--- config.mk ---
export PLATFORM = sky130hd
export DESIGN_NAME = crossbar_buffered_flat
export DESIGN_NICKNAME = d
export VERILOG_FILES = /design/src/rtl/crossbar_buffered_if.sv /design/src/rtl/crossbar_buffered.sv /design/src/flat_wrapper.sv
export SDC_FILE = /design/constraint.sdc
export NUM_CORES = 1
export LEC_CHECK = 0
export ABC_AREA = 1
export CAP_MARGIN = 20
export CORE_MARGIN = 8
export CORE_UTILIZATION = 25
export CTS_BUF_LIST = sky130_fd_sc_hd__clkbuf_4
export DETAILED_ROUTE_END_ITERATION = 6
export REMOVE_ABC_BUFFERS = 1
export SYNTH_ARGS = -nofsm -noshare
export SYNTH_HDL_FRONTEND = slang
export SYNTH_SLANG_ARGS = --single-unit
export TNS_END_PERCENT = 5
--- constraint.sdc ---
create_clock -name clk -period 1.7 [get_ports clk]
set_input_delay 0.34 -clock clk [delete_from_list [all_inputs] [get_ports clk]]
set_output_delay 0.34 -clock clk [all_outputs]
set_load 0.005 [all_outputs]
--- src/rtl/crossbar_buffered_if.sv ---
// Switch-side bus of the buffered crossbar: allocator request signals in,
// per-output FIFO head, valid and full out, plus downstream ready.
interface crossbar_buffered_if #(
   parameter int INPUT_NUM  = 4,
   parameter int OUTPUT_NUM = 4,
   parameter int FLIT_SIZE  = 4
);
   localparam int SEL_SIZE = $clog2(INPUT_NUM);

   logic [INPUT_NUM-1:0][FLIT_SIZE-1:0]  data_i;
   logic [INPUT_NUM-1:0]                 valid_i;
   logic [OUTPUT_NUM-1:0][SEL_SIZE-1:0]  sel_i;
   logic [OUTPUT_NUM-1:0]                en_i;
   logic [OUTPUT_NUM-1:0][FLIT_SIZE-1:0] data_o;
   logic [OUTPUT_NUM-1:0]                valid_o;
   logic [OUTPUT_NUM-1:0]                ready_i;
   logic [OUTPUT_NUM-1:0]                full_o;

   modport master (
      output data_i, valid_i, sel_i, en_i, ready_i,
      input  data_o, valid_o, full_o
   );

   modport slave (
      input  data_i, valid_i, sel_i, en_i, ready_i,
      output data_o, valid_o, full_o
   );
endinterface

--- src/rtl/crossbar_buffered.sv ---
// Buffered switch crossbar: each output selects one input flit into its own
// circular FIFO, drained by a valid/ready handshake with the output link.
module crossbar_buffered #(
   parameter int INPUT_NUM   = 4,
   parameter int OUTPUT_NUM  = 4,
   parameter int FLIT_SIZE   = 4,
   parameter int BUFFER_SIZE = 2
) (
   input  logic                 clk,
   input  logic                 rst,
   crossbar_buffered_if.slave   bus
);
   localparam int SEL_SIZE = $clog2(INPUT_NUM);
   localparam int PTR_W    = $clog2(BUFFER_SIZE);
   localparam int CNT_W    = PTR_W + 1;
   localparam logic [SEL_SIZE:0] SEL_LIMIT = (SEL_SIZE + 1)'(INPUT_NUM);
   localparam logic [CNT_W-1:0]  CNT_FULL  = CNT_W'(BUFFER_SIZE);

   for (genvar o = 0; o < OUTPUT_NUM; o++) begin : g_out
      logic [FLIT_SIZE-1:0] mem_r [BUFFER_SIZE];
      logic [PTR_W-1:0]     rd_ptr_r;
      logic [PTR_W-1:0]     wr_ptr_r;
      logic [CNT_W-1:0]     count_r;
      logic [FLIT_SIZE-1:0] wr_data_s;
      logic                 full_s;
      logic                 empty_s;
      logic                 push_s;
      logic                 pop_s;

      // Full/empty come from the pre-pop count, so a full FIFO refuses a push even while popping.
      assign full_s  = (count_r == CNT_FULL);
      assign empty_s = (count_r == {CNT_W{1'b0}});

      // Write/read qualification for this output.
      always_comb begin
         push_s    = 1'b0;
         pop_s     = 1'b0;
         wr_data_s = {FLIT_SIZE{1'b0}};
         if ({1'b0, bus.sel_i[o]} < SEL_LIMIT) begin
            wr_data_s = bus.data_i[bus.sel_i[o]];
            push_s    = bus.en_i[o] && bus.valid_i[bus.sel_i[o]] && !full_s;
         end else begin
            push_s    = 1'b0;
         end
         if (!empty_s && bus.ready_i[o]) begin
            pop_s = 1'b1;
         end else begin
            pop_s = 1'b0;
         end
      end

      // Flit storage; contents need no reset since count gates every read.
      always_ff @(posedge clk) begin
         if (push_s) begin
            mem_r[wr_ptr_r] <= wr_data_s;
         end
      end

      // Pointers and occupancy; power-of-two depth lets the pointers wrap naturally.
      always_ff @(posedge clk or negedge rst) begin
         if (!rst) begin
            rd_ptr_r <= {PTR_W{1'b0}};
            wr_ptr_r <= {PTR_W{1'b0}};
            count_r  <= {CNT_W{1'b0}};
         end else begin
            if (push_s) begin
               wr_ptr_r <= wr_ptr_r + PTR_W'(1);
            end
            if (pop_s) begin
               rd_ptr_r <= rd_ptr_r + PTR_W'(1);
            end
            case ({push_s, pop_s})
               2'b10:   count_r <= count_r + CNT_W'(1);
               2'b01:   count_r <= count_r - CNT_W'(1);
               default: count_r <= count_r;
            endcase
         end
      end

      // Outputs decode state registers only; an empty FIFO shows zero, not the stale head.
      assign bus.valid_o[o] = !empty_s;
      assign bus.full_o[o]  = full_s;
      assign bus.data_o[o]  = empty_s ? {FLIT_SIZE{1'b0}} : mem_r[rd_ptr_r];
   end
endmodule

--- src/flat_wrapper.sv ---
// flat-port wrapper written by rule: the top's interface ports become plain ports
module crossbar_buffered_flat 
#(
   parameter int INPUT_NUM   = 4,
   parameter int OUTPUT_NUM  = 4,
   parameter int FLIT_SIZE   = 4,
   parameter int BUFFER_SIZE = 2
)
  (clk, rst, bus_data_i, bus_valid_i, bus_sel_i, bus_en_i, bus_ready_i, bus_data_o, bus_valid_o, bus_full_o);
  crossbar_buffered_if #(.INPUT_NUM(INPUT_NUM), .OUTPUT_NUM(OUTPUT_NUM), .FLIT_SIZE(FLIT_SIZE)) bus_i ();
  input  logic clk;
  input  logic rst;
  input wire logic [$bits(bus_i.data_i)-1:0] bus_data_i;
  input wire logic [$bits(bus_i.valid_i)-1:0] bus_valid_i;
  input wire logic [$bits(bus_i.sel_i)-1:0] bus_sel_i;
  input wire logic [$bits(bus_i.en_i)-1:0] bus_en_i;
  input wire logic [$bits(bus_i.ready_i)-1:0] bus_ready_i;
  output wire logic [$bits(bus_i.data_o)-1:0] bus_data_o;
  output wire logic [$bits(bus_i.valid_o)-1:0] bus_valid_o;
  output wire logic [$bits(bus_i.full_o)-1:0] bus_full_o;
  assign bus_i.data_i = bus_data_i;
  assign bus_i.valid_i = bus_valid_i;
  assign bus_i.sel_i = bus_sel_i;
  assign bus_i.en_i = bus_en_i;
  assign bus_i.ready_i = bus_ready_i;
  assign bus_data_o = bus_i.data_o;
  assign bus_valid_o = bus_i.valid_o;
  assign bus_full_o = bus_i.full_o;
  crossbar_buffered #(.INPUT_NUM(INPUT_NUM), .OUTPUT_NUM(OUTPUT_NUM), .FLIT_SIZE(FLIT_SIZE), .BUFFER_SIZE(BUFFER_SIZE)) u_core (.clk(clk), .rst(rst), .bus(bus_i));
endmodule
==> reports/results.tsv <==
stage	metric	value	unit
layout	commonest non-fill, non-tap cell in the layout	nand2_1	
worst_setup_path	Setup CP Type	register to primary output	
layout	share of layout cells above drive strength 1	28.64	%
grt	initial antenna violation count	0	
logic_synthesis	post-synthesis simple-gate area fraction	21.62	%
logic_synthesis	Unique masters post-synth	23	
routing	vias per inst	4.458	
floorplan	I/O pin cnt	62	
logic_synthesis	number of synthesized register bits	48	
placed_design	Port Buffers	61	
timing	period utilization	95.50	%
timing	Rel. slew slack	80.51	%
placed_design	Area after DPL	3781	um2
logic_synthesis	syn avg cell area	8.831	um2
routing	Routed Antenna Nets	0	
grt	gr ovfl total	0	
worst_setup_path	CP Launch Type	register	
power	P_leak	1.744	nW
timing	Max Slew Vio Count	0	
hold_path	hold crit path type	input port to async pin	
clock_tree	H-tree levels	2	
timing	setup_tns	0	ns
routing	drt drc	0	
clock_tree	Longest Clk Path Bufs	2	
logic_synthesis	Syn Inst Count	312	
placed_design	GP Congestion	0.8339	
worst_setup_path	CP max stage delay	0.48	ns
logic_synthesis	mux cell area share after synthesis	0	%
clock_tree	TritonCTS buffer count	5	
worst_setup_path	critical path arrival	1.28	ns
worst_setup_path	worst path buffer plus inverter count	2	
routing	initial drt markers	133	
status	status	completed	
timing	fmax	615.9	MHz
grt	maximum number of pins on one net before global-route repair	17	
timing	Worst Skew	0.008056	ns
layout	Ant. Diodes	0	
worst_setup_path	CP endpoint kind	primary output	
worst_setup_path	worst r2r path cells	7	
layout	Finished Cell Area	3913	um2
floorplan	die width	121.0	um
placed_design	Detail Placement HPWL	5.853	mm
logic_synthesis	largest family of logic cells by synthesized area	simple AND/OR/NAND/NOR gates	
worst_setup_path	Top Family by Delay on Critical Path	flip-flops	
layout	fillers	1109	
power	P per Cell Area	1248	nW/um2
grt	gr usage total	10.05	%
power	Max IR drop VDD	0.6951	mV
timing	final setup margin	0.07648	ns
worst_setup_path	Critical Path RT	1.36	ns
worst_setup_path	slowest CP cell	dfrtp_2	
clock_tree	root buf cell	clkbuf_4	
timing	Fin. Hold Viols	0	
logic_synthesis	complex-gate fraction of the synthesized area	15.44	%
timing	final setup fails	0	
logic_synthesis	Seq/Total Area, Yosys	49.41	%
worst_setup_path	CP Cell Sequence	nor2_4, inv_2, dlygate4sd2_1	
worst_setup_path	RR Startpoint	u_core.g_out[3].count_r[1]	
routing	via count	2523	
routing	Wirelength per Cell	12.82	um
layout	most frequent cells in the layout	59 x nand2_1, 47 x buf_4, 40 x nor2_1	
timing	post-layout min period	1.624	ns
grt	global-route wire length before repair	11.84	mm
floorplan	Die H	121.0	um
routing	drt first pass iters	5	
clock_tree	TritonCTS clock tree	done	
worst_setup_path	Reg2Reg Setup Slack	0.10	ns
clock_tree	cts hold-fix bufs	0	
floorplan	core box area	10790	um2
logic_synthesis	cell area after synthesis	2755	um2
logic_synthesis	synth warn	0	
worst_setup_path	Worst R2R End	u_core.g_out[3].count_r[1]	
worst_setup_path	critical path depth in cells	3	
logic_synthesis	post-synthesis xor/xnor area fraction	3.815	%
layout	Area Overhead vs Synth	42.01	%
clock_tree	clk_lat worst skew	0.35	ns
grt	vias in the first global route	2482	
placed_design	worst slack at placement	-0.3392	ns
timing	Worst Max-Slew Pin Slew	0.2919	ns
worst_setup_path	worst-path maximum fanout	5	
clock_tree	clock sinks	48	
clock_tree	Worst-path clk slew	0.13	ns
floorplan	standard-cell row count	38	
logic_synthesis	post-synthesis adder-cell area fraction	1.817	%
floorplan	die area	14640	um2
layout	fin nets	467	
job	max cap viols	0	
routing	total wire length	7.256	mm
floorplan	Initial Utilization	25.53	%
[worst register-to-register path, delay by kind of cell, from the launching register on]
kind | cells | cell delay [ns]
fa+ha+maj | 1 | 0.30
compound gates | 2 | 0.28
simple gates | 2 | 0.19
buf+inv | 1 | 0.15
xor+xnor | 1 | 0.14
flops | 1 | 0.45
[routing by layer]
layer	vias up	share of wire, %	global-route usage [%]
li1	1264	-	-
met1	1152	46	12.43
met2	89	45	16.30
met3	18	6.5	2.792
met4	0	2.6	3.747
met5	-	0	0
[Yosys cell counts]
library cell / count / area [um2]
o21ai_1: 16 / 80.08
nand2_1: 60 / 225.2
buf_4: 6 / 45.04
inv_2: 13 / 48.80
inv_1: 27 / 101.4
dfrtp_1: 16 / 400.4
nor2_4: 2 / 22.52
ha_1: 4 / 50.05
xnor2_1: 4 / 35.03
nand3_1: 2 / 10.01
a21oi_4: 4 / 65.06
nand2_2: 2 / 12.51
xor2_1: 8 / 70.07
buf_6: 2 / 22.52
or2_1: 4 / 25.02
a21oi_1: 20 / 100.1
o21ai_0: 16 / 80.08
nor2_1: 40 / 150.1
nor2_2: 4 / 25.02
nand4_1: 4 / 25.02
edfxtp_1: 32 / 960.9
nand3_2: 10 / 100.1
o22ai_1: 16 / 100.1
[timing repair]
action	in CTS	in global routing
resized for setup	45	40
pin swaps	2	4
setup endpoints to repair	24	24
setup buffers	6	6
cloned	0	0
[report_power, final]
group          internal [mW]  total, mW  switching [mW]
logic                   1.32       2.56            1.24
registers               1.59       1.83           0.239
clock network          0.152      0.490           0.337
[through the flow]
stage	instances	power (mW)	utilization, %	hold slack [ns]
after floorplan	304	3.012	-	0.04441
after global placement	546	4.311	35.03	0.4531
after detailed placement	546	4.369	35.03	0.4654
after CTS	560	4.867	36.02	0.3127
after global routing	566	5.302	36.25	0.3230
final	566	4.885	36.25	0.3110
[sequential cells by signal, indices dropped and copies added, names as in the netlist]
register,cells
u_core.g_out.wr_ptr_r,4
u_core.g_out.mem_r,32
u_core.g_out.count_r,8
u_core.g_out.rd_ptr_r,4
[cell families after synthesis]
logic type      Yosys count
compound gates           72
xor+xnor                 12
flops                    48
simple gates            128
buf+inv                  48
fa+ha+maj                 4
[layout make-up]
cell class | instances | area, um2 | share of cell area, %
Clock buffer | 5 | 37.54 | 0.9594
Sequential cell | 48 | 1366 | 34.92
Inverter | 40 | 150.1 | 3.838
Timing Repair Buffer | 114 | 963.4 | 24.62
Tap cell | 140 | 175.2 | 4.477
Multi-Input combinational cell | 216 | 1206 | 30.83
Clock inverter | 3 | 13.76 | 0.3518
[how the worst max path moves through the flow]
stage | from | to | slack, ns
after CTS | u_core.g_out[3].count_r[1] | bus_valid_o[3] | -0.19
after floorplan | u_core.g_out[1].count_r[1] | u_core.g_out[1].count_r[1] | 0.20
after global routing | u_core.g_out[0].rd_ptr_r | bus_data_o[2] | -0.00009
final | u_core.g_out[1].count_r[1] | bus_valid_o[1] | 0.08
after detailed placement | bus_valid_i[3] | u_core.g_out[2].count_r[1] | -0.34
after global placement | bus_valid_i[1] | u_core.g_out[2].count_r[1] | -0.29
(Power assumes the default switching activity.)
